`config.mk`:
```
export PLATFORM = sky130hd
export DESIGN_NAME = multicycle_ctrl_flat
export DESIGN_NICKNAME = d
export VERILOG_FILES = /design/src/rtl/multicycle_ctrl_if.sv /design/src/rtl/multicycle_ctrl.sv /design/src/flat_wrapper.sv
export SDC_FILE = /design/constraint.sdc
export NUM_CORES = 1
export LEC_CHECK = 0
export BUFFER_PORTS_ARGS = -buffer_cell sky130_fd_sc_hd__clkbuf_2
export CAP_MARGIN = 20
export CORE_UTILIZATION = 51
export CTS_CLUSTER_SIZE = 20
export DETAILED_ROUTE_END_ITERATION = 8
export PLACE_DENSITY_LB_ADDON = 0.25
export REMOVE_ABC_BUFFERS = 1
export SETUP_SLACK_MARGIN = 0.2
export SLEW_MARGIN = 20
export SYNTH_ARGS = -nofsm -noshare
export SYNTH_HDL_FRONTEND = slang
export SYNTH_SLANG_ARGS = --single-unit
```
`constraint.sdc`:
```
create_clock -name clk -period 3.8 [get_ports clk]
set_clock_uncertainty 0.2 [all_clocks]
set_input_delay 0.57 -clock clk [delete_from_list [all_inputs] [get_ports clk]]
set_output_delay 0.57 -clock clk [all_outputs]
set_load 0.03 [all_outputs]
```
`src/rtl/multicycle_ctrl_if.sv`:
```
// Control/datapath bundle for the multicycle core controller.
// Perf counter members exist only when PERF_COUNT_EN is defined.
interface multicycle_ctrl_if #(
   parameter int INSTR_W = 9
);
   logic               start;
   logic [INSTR_W-1:0] instr;
   logic               br_cond;
   logic               mem_ack;
   logic [1:0]         state_o;
   logic [INSTR_W-1:0] ir_o;
   logic [2:0]         alu_op;
   logic               rf_rd_en;
   logic               rf_wr_en;
   logic               wb_sel;
   logic               mem_rd;
   logic               mem_wr;
   logic               pc_en;
   logic               pc_branch;
   logic               running;
   logic               done;
   logic               mem_err;
`ifdef PERF_COUNT_EN
   logic [31:0]        cycle_cnt;
   logic [31:0]        instr_cnt;
`endif

   // mem_rd/mem_wr stay asserted in DATAMEM until the cycle mem_ack is seen high.
   modport master (
      input  start, instr, br_cond, mem_ack,
      output state_o, ir_o, alu_op, rf_rd_en, rf_wr_en, wb_sel, mem_rd, mem_wr,
             pc_en, pc_branch, running, done, mem_err
`ifdef PERF_COUNT_EN
      , cycle_cnt, instr_cnt
`endif
   );

   modport slave (
      output start, instr, br_cond, mem_ack,
      input  state_o, ir_o, alu_op, rf_rd_en, rf_wr_en, wb_sel, mem_rd, mem_wr,
             pc_en, pc_branch, running, done, mem_err
`ifdef PERF_COUNT_EN
      , cycle_cnt, instr_cnt
`endif
   );
endinterface

```
`src/rtl/multicycle_ctrl.sv`:
```
// Four-phase control FSM of the multicycle 9-bit core with run/halt and memory timeout.
// Optional macro PERF_COUNT_EN adds cycle_cnt/instr_cnt performance counters.
module multicycle_ctrl #(
   parameter int                 INSTR_W      = 9,
   parameter logic [INSTR_W-1:0] HALT_INSTR   = 9'h1FF,
   parameter int                 MEM_WAIT_MAX = 15
) (
   input logic               clk,
   input logic               rst_n,
   multicycle_ctrl_if.master bus
);
   typedef enum logic [1:0] {
      ST_PC            = 2'd0,
      ST_REGISTERREAD  = 2'd1,
      ST_DATAMEM       = 2'd2,
      ST_REGISTERWRITE = 2'd3
   } state_t;

   localparam logic [2:0] OP_LD   = 3'b101;
   localparam logic [2:0] OP_ST   = 3'b110;
   localparam logic [2:0] OP_BLQZ = 3'b111;
   localparam int         WAIT_W  = $clog2(MEM_WAIT_MAX + 1);
   localparam logic [WAIT_W-1:0] WAIT_LAST = WAIT_W'(MEM_WAIT_MAX);

   state_t             state_q, state_d;
   logic [INSTR_W-1:0] ir_q, ir_d;
   logic               running_q, running_d;
   logic               done_q, done_d;
   logic               mem_err_q, mem_err_d;
   logic [WAIT_W-1:0]  wait_q, wait_d;

   logic       rf_rd_en, rf_wr_en, wb_sel, mem_rd, mem_wr, pc_en, pc_branch;
   logic       start_accept;
   logic [2:0] opcode;

   assign opcode = ir_q[INSTR_W-1 -: 3];

   always_ff @(posedge clk or negedge rst_n) begin
      if (!rst_n) begin
         state_q   <= ST_PC;
         ir_q      <= '0;
         running_q <= 1'b0;
         done_q    <= 1'b0;
         mem_err_q <= 1'b0;
         wait_q    <= '0;
      end else begin
         state_q   <= state_d;
         ir_q      <= ir_d;
         running_q <= running_d;
         done_q    <= done_d;
         mem_err_q <= mem_err_d;
         wait_q    <= wait_d;
      end
   end

   always_comb begin
      state_d      = state_q;
      ir_d         = ir_q;
      running_d    = running_q;
      done_d       = done_q;
      mem_err_d    = mem_err_q;
      wait_d       = wait_q;
      rf_rd_en     = 1'b0;
      rf_wr_en     = 1'b0;
      wb_sel       = 1'b0;
      mem_rd       = 1'b0;
      mem_wr       = 1'b0;
      pc_en        = 1'b0;
      pc_branch    = 1'b0;
      start_accept = 1'b0;

      case (state_q)
         ST_PC: begin
            if (!running_q) begin
               if (bus.start) begin
                  start_accept = 1'b1;
                  running_d    = 1'b1;
                  done_d       = 1'b0;
                  mem_err_d    = 1'b0;
               end
            // The halt encoding is recognised before it would be latched as an instruction.
            end else if (bus.instr == HALT_INSTR) begin
               running_d = 1'b0;
               done_d    = 1'b1;
            end else begin
               ir_d    = bus.instr;
               state_d = ST_REGISTERREAD;
            end
         end
         ST_REGISTERREAD: begin
            rf_rd_en = 1'b1;
            case (opcode)
               OP_LD, OP_ST: begin
                  state_d = ST_DATAMEM;
                  wait_d  = '0;
               end
               OP_BLQZ: begin
                  pc_en     = 1'b1;
                  pc_branch = bus.br_cond;
                  state_d   = ST_PC;
               end
               default: state_d = ST_REGISTERWRITE;
            endcase
         end
         ST_DATAMEM: begin
            mem_rd = (opcode == OP_LD);
            mem_wr = (opcode == OP_ST);
            // An ack arriving in the last allowed wait cycle still wins over the timeout.
            if (bus.mem_ack) begin
               if (opcode == OP_LD) begin
                  state_d = ST_REGISTERWRITE;
               end else begin
                  pc_en   = 1'b1;
                  state_d = ST_PC;
               end
            end else if (wait_q == WAIT_LAST) begin
               mem_err_d = 1'b1;
               running_d = 1'b0;
               state_d   = ST_PC;
            end else begin
               wait_d = wait_q + 1'b1;
            end
         end
         ST_REGISTERWRITE: begin
            rf_wr_en = 1'b1;
            wb_sel   = (opcode == OP_LD);
            pc_en    = 1'b1;
            state_d  = ST_PC;
         end
         default: state_d = ST_PC;
      endcase
   end

`ifdef PERF_COUNT_EN
   logic [31:0] cycle_cnt_q, instr_cnt_q;

   always_ff @(posedge clk or negedge rst_n) begin
      if (!rst_n) begin
         cycle_cnt_q <= '0;
         instr_cnt_q <= '0;
      end else if (start_accept) begin
         cycle_cnt_q <= '0;
         instr_cnt_q <= '0;
      end else begin
         if (running_q) cycle_cnt_q <= cycle_cnt_q + 32'd1;
         if (pc_en)     instr_cnt_q <= instr_cnt_q + 32'd1;
      end
   end

   assign bus.cycle_cnt = cycle_cnt_q;
   assign bus.instr_cnt = instr_cnt_q;
`endif

   assign bus.state_o   = state_q;
   assign bus.ir_o      = ir_q;
   assign bus.alu_op    = opcode;
   assign bus.rf_rd_en  = rf_rd_en;
   assign bus.rf_wr_en  = rf_wr_en;
   assign bus.wb_sel    = wb_sel;
   assign bus.mem_rd    = mem_rd;
   assign bus.mem_wr    = mem_wr;
   assign bus.pc_en     = pc_en;
   assign bus.pc_branch = pc_branch;
   assign bus.running   = running_q;
   assign bus.done      = done_q;
   assign bus.mem_err   = mem_err_q;
endmodule

```
`src/flat_wrapper.sv`:
```
// flat-port wrapper written by rule: the top's interface ports become plain ports
module multicycle_ctrl_flat 
#(
   parameter int                 INSTR_W      = 9,
   parameter logic [INSTR_W-1:0] HALT_INSTR   = 9'h1FF,
   parameter int                 MEM_WAIT_MAX = 15
)
  (clk, rst_n, bus_start, bus_instr, bus_br_cond, bus_mem_ack, bus_state_o, bus_ir_o, bus_alu_op, bus_rf_rd_en, bus_rf_wr_en, bus_wb_sel, bus_mem_rd, bus_mem_wr, bus_pc_en, bus_pc_branch, bus_running, bus_done, bus_mem_err);
  multicycle_ctrl_if #(.INSTR_W(INSTR_W)) bus_i ();
  input logic clk;
  input logic rst_n;
  input wire logic [$bits(bus_i.start)-1:0] bus_start;
  input wire logic [$bits(bus_i.instr)-1:0] bus_instr;
  input wire logic [$bits(bus_i.br_cond)-1:0] bus_br_cond;
  input wire logic [$bits(bus_i.mem_ack)-1:0] bus_mem_ack;
  output wire logic [$bits(bus_i.state_o)-1:0] bus_state_o;
  output wire logic [$bits(bus_i.ir_o)-1:0] bus_ir_o;
  output wire logic [$bits(bus_i.alu_op)-1:0] bus_alu_op;
  output wire logic [$bits(bus_i.rf_rd_en)-1:0] bus_rf_rd_en;
  output wire logic [$bits(bus_i.rf_wr_en)-1:0] bus_rf_wr_en;
  output wire logic [$bits(bus_i.wb_sel)-1:0] bus_wb_sel;
  output wire logic [$bits(bus_i.mem_rd)-1:0] bus_mem_rd;
  output wire logic [$bits(bus_i.mem_wr)-1:0] bus_mem_wr;
  output wire logic [$bits(bus_i.pc_en)-1:0] bus_pc_en;
  output wire logic [$bits(bus_i.pc_branch)-1:0] bus_pc_branch;
  output wire logic [$bits(bus_i.running)-1:0] bus_running;
  output wire logic [$bits(bus_i.done)-1:0] bus_done;
  output wire logic [$bits(bus_i.mem_err)-1:0] bus_mem_err;
  assign bus_i.start = bus_start;
  assign bus_i.instr = bus_instr;
  assign bus_i.br_cond = bus_br_cond;
  assign bus_i.mem_ack = bus_mem_ack;
  assign bus_state_o = bus_i.state_o;
  assign bus_ir_o = bus_i.ir_o;
  assign bus_alu_op = bus_i.alu_op;
  assign bus_rf_rd_en = bus_i.rf_rd_en;
  assign bus_rf_wr_en = bus_i.rf_wr_en;
  assign bus_wb_sel = bus_i.wb_sel;
  assign bus_mem_rd = bus_i.mem_rd;
  assign bus_mem_wr = bus_i.mem_wr;
  assign bus_pc_en = bus_i.pc_en;
  assign bus_pc_branch = bus_i.pc_branch;
  assign bus_running = bus_i.running;
  assign bus_done = bus_i.done;
  assign bus_mem_err = bus_i.mem_err;
  multicycle_ctrl #(.INSTR_W(INSTR_W), .HALT_INSTR(HALT_INSTR), .MEM_WAIT_MAX(MEM_WAIT_MAX)) u_core (.clk(clk), .rst_n(rst_n), .bus(bus_i));
endmodule
```
==> run_results.csv, run 1 <==
group,metric,value,unit
worst_setup_path,reg2reg_to,"u_core.wait_q[3]",
layout,regArea,450.4,um2
sta,relSlewSlack,68.96,%
floorplanning,initial_utilization,56.56,%
cts,path_clk_slew,110,ps
worst_setup_path,crit_fanout,15,
sta,rsz0062_at_grt,"false",
floorplanning,rows,15,
grt,grt_pass1_wl,3.187,mm
cts,htreeDepth,1,
layout,final_cell_mix,"clkbuf_2, dfrtp_1, nor2_1",
cts,clk_latency,300,ps
floorplanning,die_y,46.47,um
route,totalWireLength,2.051,mm
layout,drive_gt1_share,40.00,%
cts,cts_hold_buf,0,
synth,synth_edf_count,0,
grt,grt_pass1_vias,723,
outcome,status,"finished, violations left",
grt,grtUsageTotal,21.37,%
sta,hold_viol,10,
cts,cts_setup_buffers,0,
layout,layout_commonest_cell,"clkbuf_2",
synth,syn_inst,95,
pwr,peakVddDrop,435.6,uV
placed_design,place.gp.congestion,0.8963,
worst_setup_path,timing.rr.start,"u_core.bus.state_o[1]",
route,vias_per_cell,5.406,
cts,root_buffer,"clkbuf_4",
worst_setup_path,reg2reg_slack,2010,ps
synth,postSynth.asyncResetShare,100.0,%
synth,synth.distinct_cells,41,
worst_setup_path,r2r_cells,3,
placed_design,placed_area,1186,um2
sta,tightestPinTransition,465.6,ps
worst_setup_path,cp-start-kind,"flop",
outcome,violations,"hold timing",
sta,finalCritPeriodShare,62.57,%
route,drt-initial-drc-count,24,
synth,synth_largest_area_cell,"dfrtp_1",
sta,fin_tns_setup,0,ps
sta,slew_violations,0,
route,avgRoutedWirePerCell,13.23,um
floorplanning,die_area,2159,um2
worst_setup_path,critPathRequiredTime,3030,ps
worst_setup_path,cp_data_arrival_time,1610,ps
cts,cts_sinks,18,
route,drc,0,
synth,yosys-top-cells-area,"dfrtp_1, mux2_2, nor2_1",
synth,synthFlopType,"dfrtp_1",
layout,multi_input_area,496.7,um2
synth,synth-seq-cells,18,
cts,cts_buffers,3,
synth,yosysSeqAreaShare,44.67,%
cts,clockBufferDepth,2,
synth,synth.avg_cell_area,10.62,um2
sta,final-setup-viol-count,0,
sta,fmax,420.6,MHz
cts,cts_tree,"done",
route,antenna_left,0,
hold_path,holdCritPathClass,"primary input to asynchronous set/reset pin",
route,vias,838,
floorplanning,core_area,1783,um2
layout,diodes,0,
synth,yosysWarnings,0,
floorplanning,pin_count,38,
cts,cts-resized-gates,0,
route,drtPass1Iterations,5,
synth,synth_top_area_share,44.67,%
floorplanning,die_w,46.47,um
layout,area.growth.synth_to_final,21.22,%
placed_design,dp_hpwl,1.524,mm
placed_design,portBuffers,37,
layout,nFillCells,143,
pwr,p_leak,0.5619,nW
worst_setup_path,end_kind,"primary output",
sta,layout_min_cycle_time,2378,ps
worst_setup_path,critPathKind,"flop to primary output",
sta,fin_hold_ws,-7.175,ps
flow_run,maxCapViolations,0,
grt,grt_overflow,0,
grt,antenna_found_initial,0,
layout,stdcell_area,1222,um2
layout,fin_nets,146,
pwr,p_per_area,883.2,nW/um2
grt,grt_max_degree,19,
synth,syn_area,1008,um2
-- state kept, by name, indices dropped and copies added, names as in the netlist --
| name | flops |
|---|---|
| u_core.bus.state_o | 2 |
| u_core.bus.done | 1 |
| u_core.bus.ir_o | 9 |
| u_core.bus.running | 1 |
| u_core.wait_q | 4 |
| u_core.bus.mem_err | 1 |
-- cells by family after synthesis --
group	share of synthesized area, %
buf+inv	6.079
compound gates	17.50
xor+xnor	0.8686
simple gates	19.73
mux	9.926
flops	44.66
fa+ha+maj	1.240
-- where the power goes --
part | internal, mW | switching (mW)
logic | 0.220 | 0.365
clock network | 0.0584 | 0.0618
registers | 0.265 | 0.110
-- cell type report --
type / instances / share of cell area (%)
multi-input combinational: 65 / 40.63
sequential: 18 / 36.85
timing repair buffer: 37 / 15.15
clock buffer: 4 / 2.968
tap: 25 / 2.559
inverter: 6 / 1.842
-- worst max-delay path: stages, from the launching register on --
cell	delay (ps)
dfrtp_1	650
nor2b_1	270
nand2_1	80
nor2_1	90
clkbuf_2	220
-- stage by stage --
stage	hold slack (ps)	power, mW	util [%]	setup WS (ps)	cells
after floorplan	74.41	0.7973	-	1195	89
after global placement	287.8	0.9520	66.53	1807	151
after detailed placement	292.3	0.9672	66.53	1759	151
after CTS	10.55	1.087	68.56	1439	155
after global routing	14.18	1.158	68.56	1251	155
final	-7.175	1.080	68.56	1422	155
-- synth_stat cells (all sizes together) (2+ instances only) --
master   count
nor3b        2
buf          5
mux2         8
nand4        3
o21ai        3
nand3b       2
a21boi       2
nor3         2
nand2        3
nor2         9
nand3        4
dfrtp       18
nand2b       2
inv          6
a21oi        2
o2bb2ai      2
o31ai        2
-- metal layers --
| layer | part of all wire (%) | global-route usage [%] | wire [um] | up-vias |
|---|---|---|---|---|
| met2 | 47 | 33.33 | 970 | 26 |
| met5 | 0 | 0 | 0 | - |
| met4 | 1.4 | 7.059 | 29 | 0 |
| met3 | 4.8 | 3.529 | 99 | 7 |
| met1 | 46 | 29.80 | 952 | 383 |
| li1 | - | - | - | 422 |
-- how the worst max path moves through the flow --
| stage | start | to | slack [ps] |
|---|---|---|---|
| after floorplan | u_core.bus.state_o[0] | bus_pc_branch | 1190 |
| after global placement | bus_instr[2] | u_core.bus.ir_o[3] | 1810 |
| after detailed placement | bus_instr[2] | u_core.bus.ir_o[7] | 1760 |
| after CTS | u_core.bus.state_o[0] | bus_pc_branch | 1440 |
| after global routing | u_core.bus.state_o[0] | bus_pc_branch | 1250 |
| final | u_core.bus.state_o[0] | bus_pc_branch | 1420 |
No activity file was read; power rests on OpenSTA's default activity.
==> run 2, diff against run 1 <==
CORE_UTILIZATION = 48   (was 51)
clock period = 2.45 ns   (was 3.8 ns; I/O delays follow)
==> run 2 against run 1 <==
  * The run now ends clean
  * Register-to-register slack got worse by 1300 ps
  * Clock power rose by 55%
  * Count of clock-buffer cells in the layout unchanged
  * Sequential share of layout area decreased by 0.31 points
  * Critical path depth decreased by 1
  * Cell count rose by 1.9%
  * Wire length fell by 2.6%
  * Critical endpoint is now bus_mem_rd
  * Largest cell class unchanged
==> run_results.csv, run 2 (synthesis gave the netlist of run 1 again) <==
group,metric,value,unit
outcome,status,"completed",
placed_design,portBuffers,37,
grt,grt_max_degree,19,
sta,slew_violations,0,
floorplanning,pin_count,38,
pwr,power_frac_seq,35.0,%
grt,grt_pass1_wl,3.049,mm
route,drc,0,
worst_setup_path,cp_data_arrival_time,1490,ps
layout,diodes,0,
worst_setup_path,end_kind,"primary output",
pwr,p_per_area,1352,nW/um2
cts,clockBufferDepth,2,
layout,drive_gt1_share,40.46,%
cts,htreeDepth,1,
worst_setup_path,critPathKind,"flop to primary output",
worst_setup_path,cp-start-kind,"flop",
worst_setup_path,path_cells,"nand2b_1 > nor2_1 > clkbuf_2",
worst_setup_path,r2r_cells,3,
layout,final_core_utilization,63.01,%
cts,clk_latency,300,ps
pwr,pwr-share-comb,53.9,%
layout,final_cell_mix,"clkbuf_2, dfrtp_1, nor2_1",
worst_setup_path,path_delay_family,"flip-flops",
sta,fin_tns_setup,0,ps
layout,fin_nets,147,
worst_setup_path,cp.depth,3,
route,met2_length,957,um
pwr,p_leak,0.5652,nW
route,drt-initial-drc-count,8,
route,wl_met3,130,um
sta,fmax,485.8,MHz
route,vias_per_cell,5.544,
sta,hold_viol,0,
sta,layout_min_cycle_time,2058,ps
pwr,swShare,49.42,%
floorplanning,die_y,47.84,um
grt,antenna_found_initial,0,
layout,layout_commonest_cell,"clkbuf_2",
sta,rsz0062_at_grt,"false",
layout,largest_reg_flops,9,
placed_design,place.gp.congestion,0.8244,
cts,cts_buffers,3,
worst_setup_path,crit_fanout,13,
route,totalWireLength,1.998,mm
worst_setup_path,slowest_delay,610,ps
grt,grt_pass1_vias,735,
hold_path,worst_hold_path.num_cells,2,
cts,path_clk_slew,110,ps
floorplanning,die_area,2288,um2
sta,relSlewSlack,66.68,%
sta,final-setup-viol-count,0,
floorplanning,die_w,47.84,um
pwr,peakVddDrop,782.8,uV
route,wl_met1,880,um
floorplanning,initial_utilization,51.40,%
floorplanning,core_area,1962,um2
route,top_layer,"met4",
grt,grtUsageTotal,19.64,%
layout,area.growth.synth_to_final,22.58,%
route,drtPass1Iterations,5,
worst_setup_path,critPathRequiredTime,1880,ps
pwr,internal_power,0.8452,mW
grt,grt_overflow,0,
floorplanning,rows,16,
sta,finalCritPeriodShare,84.01,%
worst_setup_path,critPathBufInv,1,
route,vias,876,
cts,root_buffer,"clkbuf_4",
cts,cts_tree,"done",
pwr,clockPowerShare,11.1,%
flow_run,maxCapViolations,0,
hold_path,holdCritPathClass,"primary input to flop",
placed_design,dp_hpwl,1.531,mm
worst_setup_path,slowest_stage,"dfrtp_1",
sta,tightestPinTransition,492.8,ps
cts,cts_sinks,18,
layout,nFillCells,200,
route,avgRoutedWirePerCell,12.65,um
route,antenna_left,0,
pwr,p_switching,0.8260,mW
-- run 2: cell count changes in the layout (fill, tap and decap cells not counted) --
cell,before,now
dfrtp_1,18,17
dfrtp_2,0,1
dlygate4sd3_1,0,1
-- run 2: power groups by stage --
stage	Combinational, mW	Clock, mW	Sequential, mW
3_3_place_gp	0.895	0	0.580
6_report	0.900	0.186	0.585
2_1_floorplan	0.438	0	0.798
3_5_place_dp	0.907	0	0.589
4_1_cts	0.911	0.190	0.584
5_1_grt	0.975	0.201	0.613
-- run 2: final timing paths --
kind                       slack, ps                    end                   from
setup / recovery                 390             bus_mem_rd  u_core.bus.state_o[1]
hold / removal                   110     u_core.bus.ir_o[0]           bus_instr[0]
setup reg to reg                 670       u_core.wait_q[3]  u_core.bus.state_o[1]
hold reg to reg                  320     u_core.bus.ir_o[0]     u_core.bus.ir_o[0]
max in group asynchronous       1390  u_core.bus.state_o[0]                  rst_n
min in group asynchronous        330     u_core.bus.ir_o[3]                  rst_n
-- run 2: what timing repair did --
action | in CTS | in global routing
gates resized for setup | 0 | 1
endpoints found under the setup margin | 0 | 1
endpoints found under the hold margin | 18 | 0
hold buffers | 1 | 0
setup buffers | 0 | 0
-- run 2: cell type report --
class / instances / area (um2) / area share, %
Multi-Input combinational cell: 65 / 496.7 / 40.18
Tap cell: 27 / 33.78 / 2.733
Sequential cell: 18 / 451.7 / 36.54
Timing Repair Buffer: 38 / 195.2 / 15.79
Clock buffer: 4 / 36.28 / 2.935
Inverter: 6 / 22.52 / 1.822
-- run 2: stage by stage --
step	instance area (um2)	total power, mW	std cells	worst slack (ps)	hold WS, ps
3_3_place_gp	1189	1.474	153	660.7	130.8
3_5_place_dp	1189	1.497	153	624.7	140.9
5_1_grt	1236	1.789	158	256.2	121.6
6_report	1236	1.671	158	391.7	106.4
2_1_floorplan	969.7	1.237	89	47.27	-128.1
4_1_cts	1235	1.685	158	296.3	110.1
-- run 2: worst reg2reg max path: stages, from the launching register on --
cell	delay [ps]
dfrtp_1	610
or3b_1	440
or3_1	360
o211ai_1	90
-- run 2: metal layers --
| metal | vias to the layer above | GRT usage [%] |
|---|---|---|
| li1 | 420 | - |
| met1 | 419 | 24.11 |
| met2 | 33 | 33.24 |
| met3 | 4 | 5.283 |
| met4 | 0 | 6.667 |
| met5 | - | 0 |
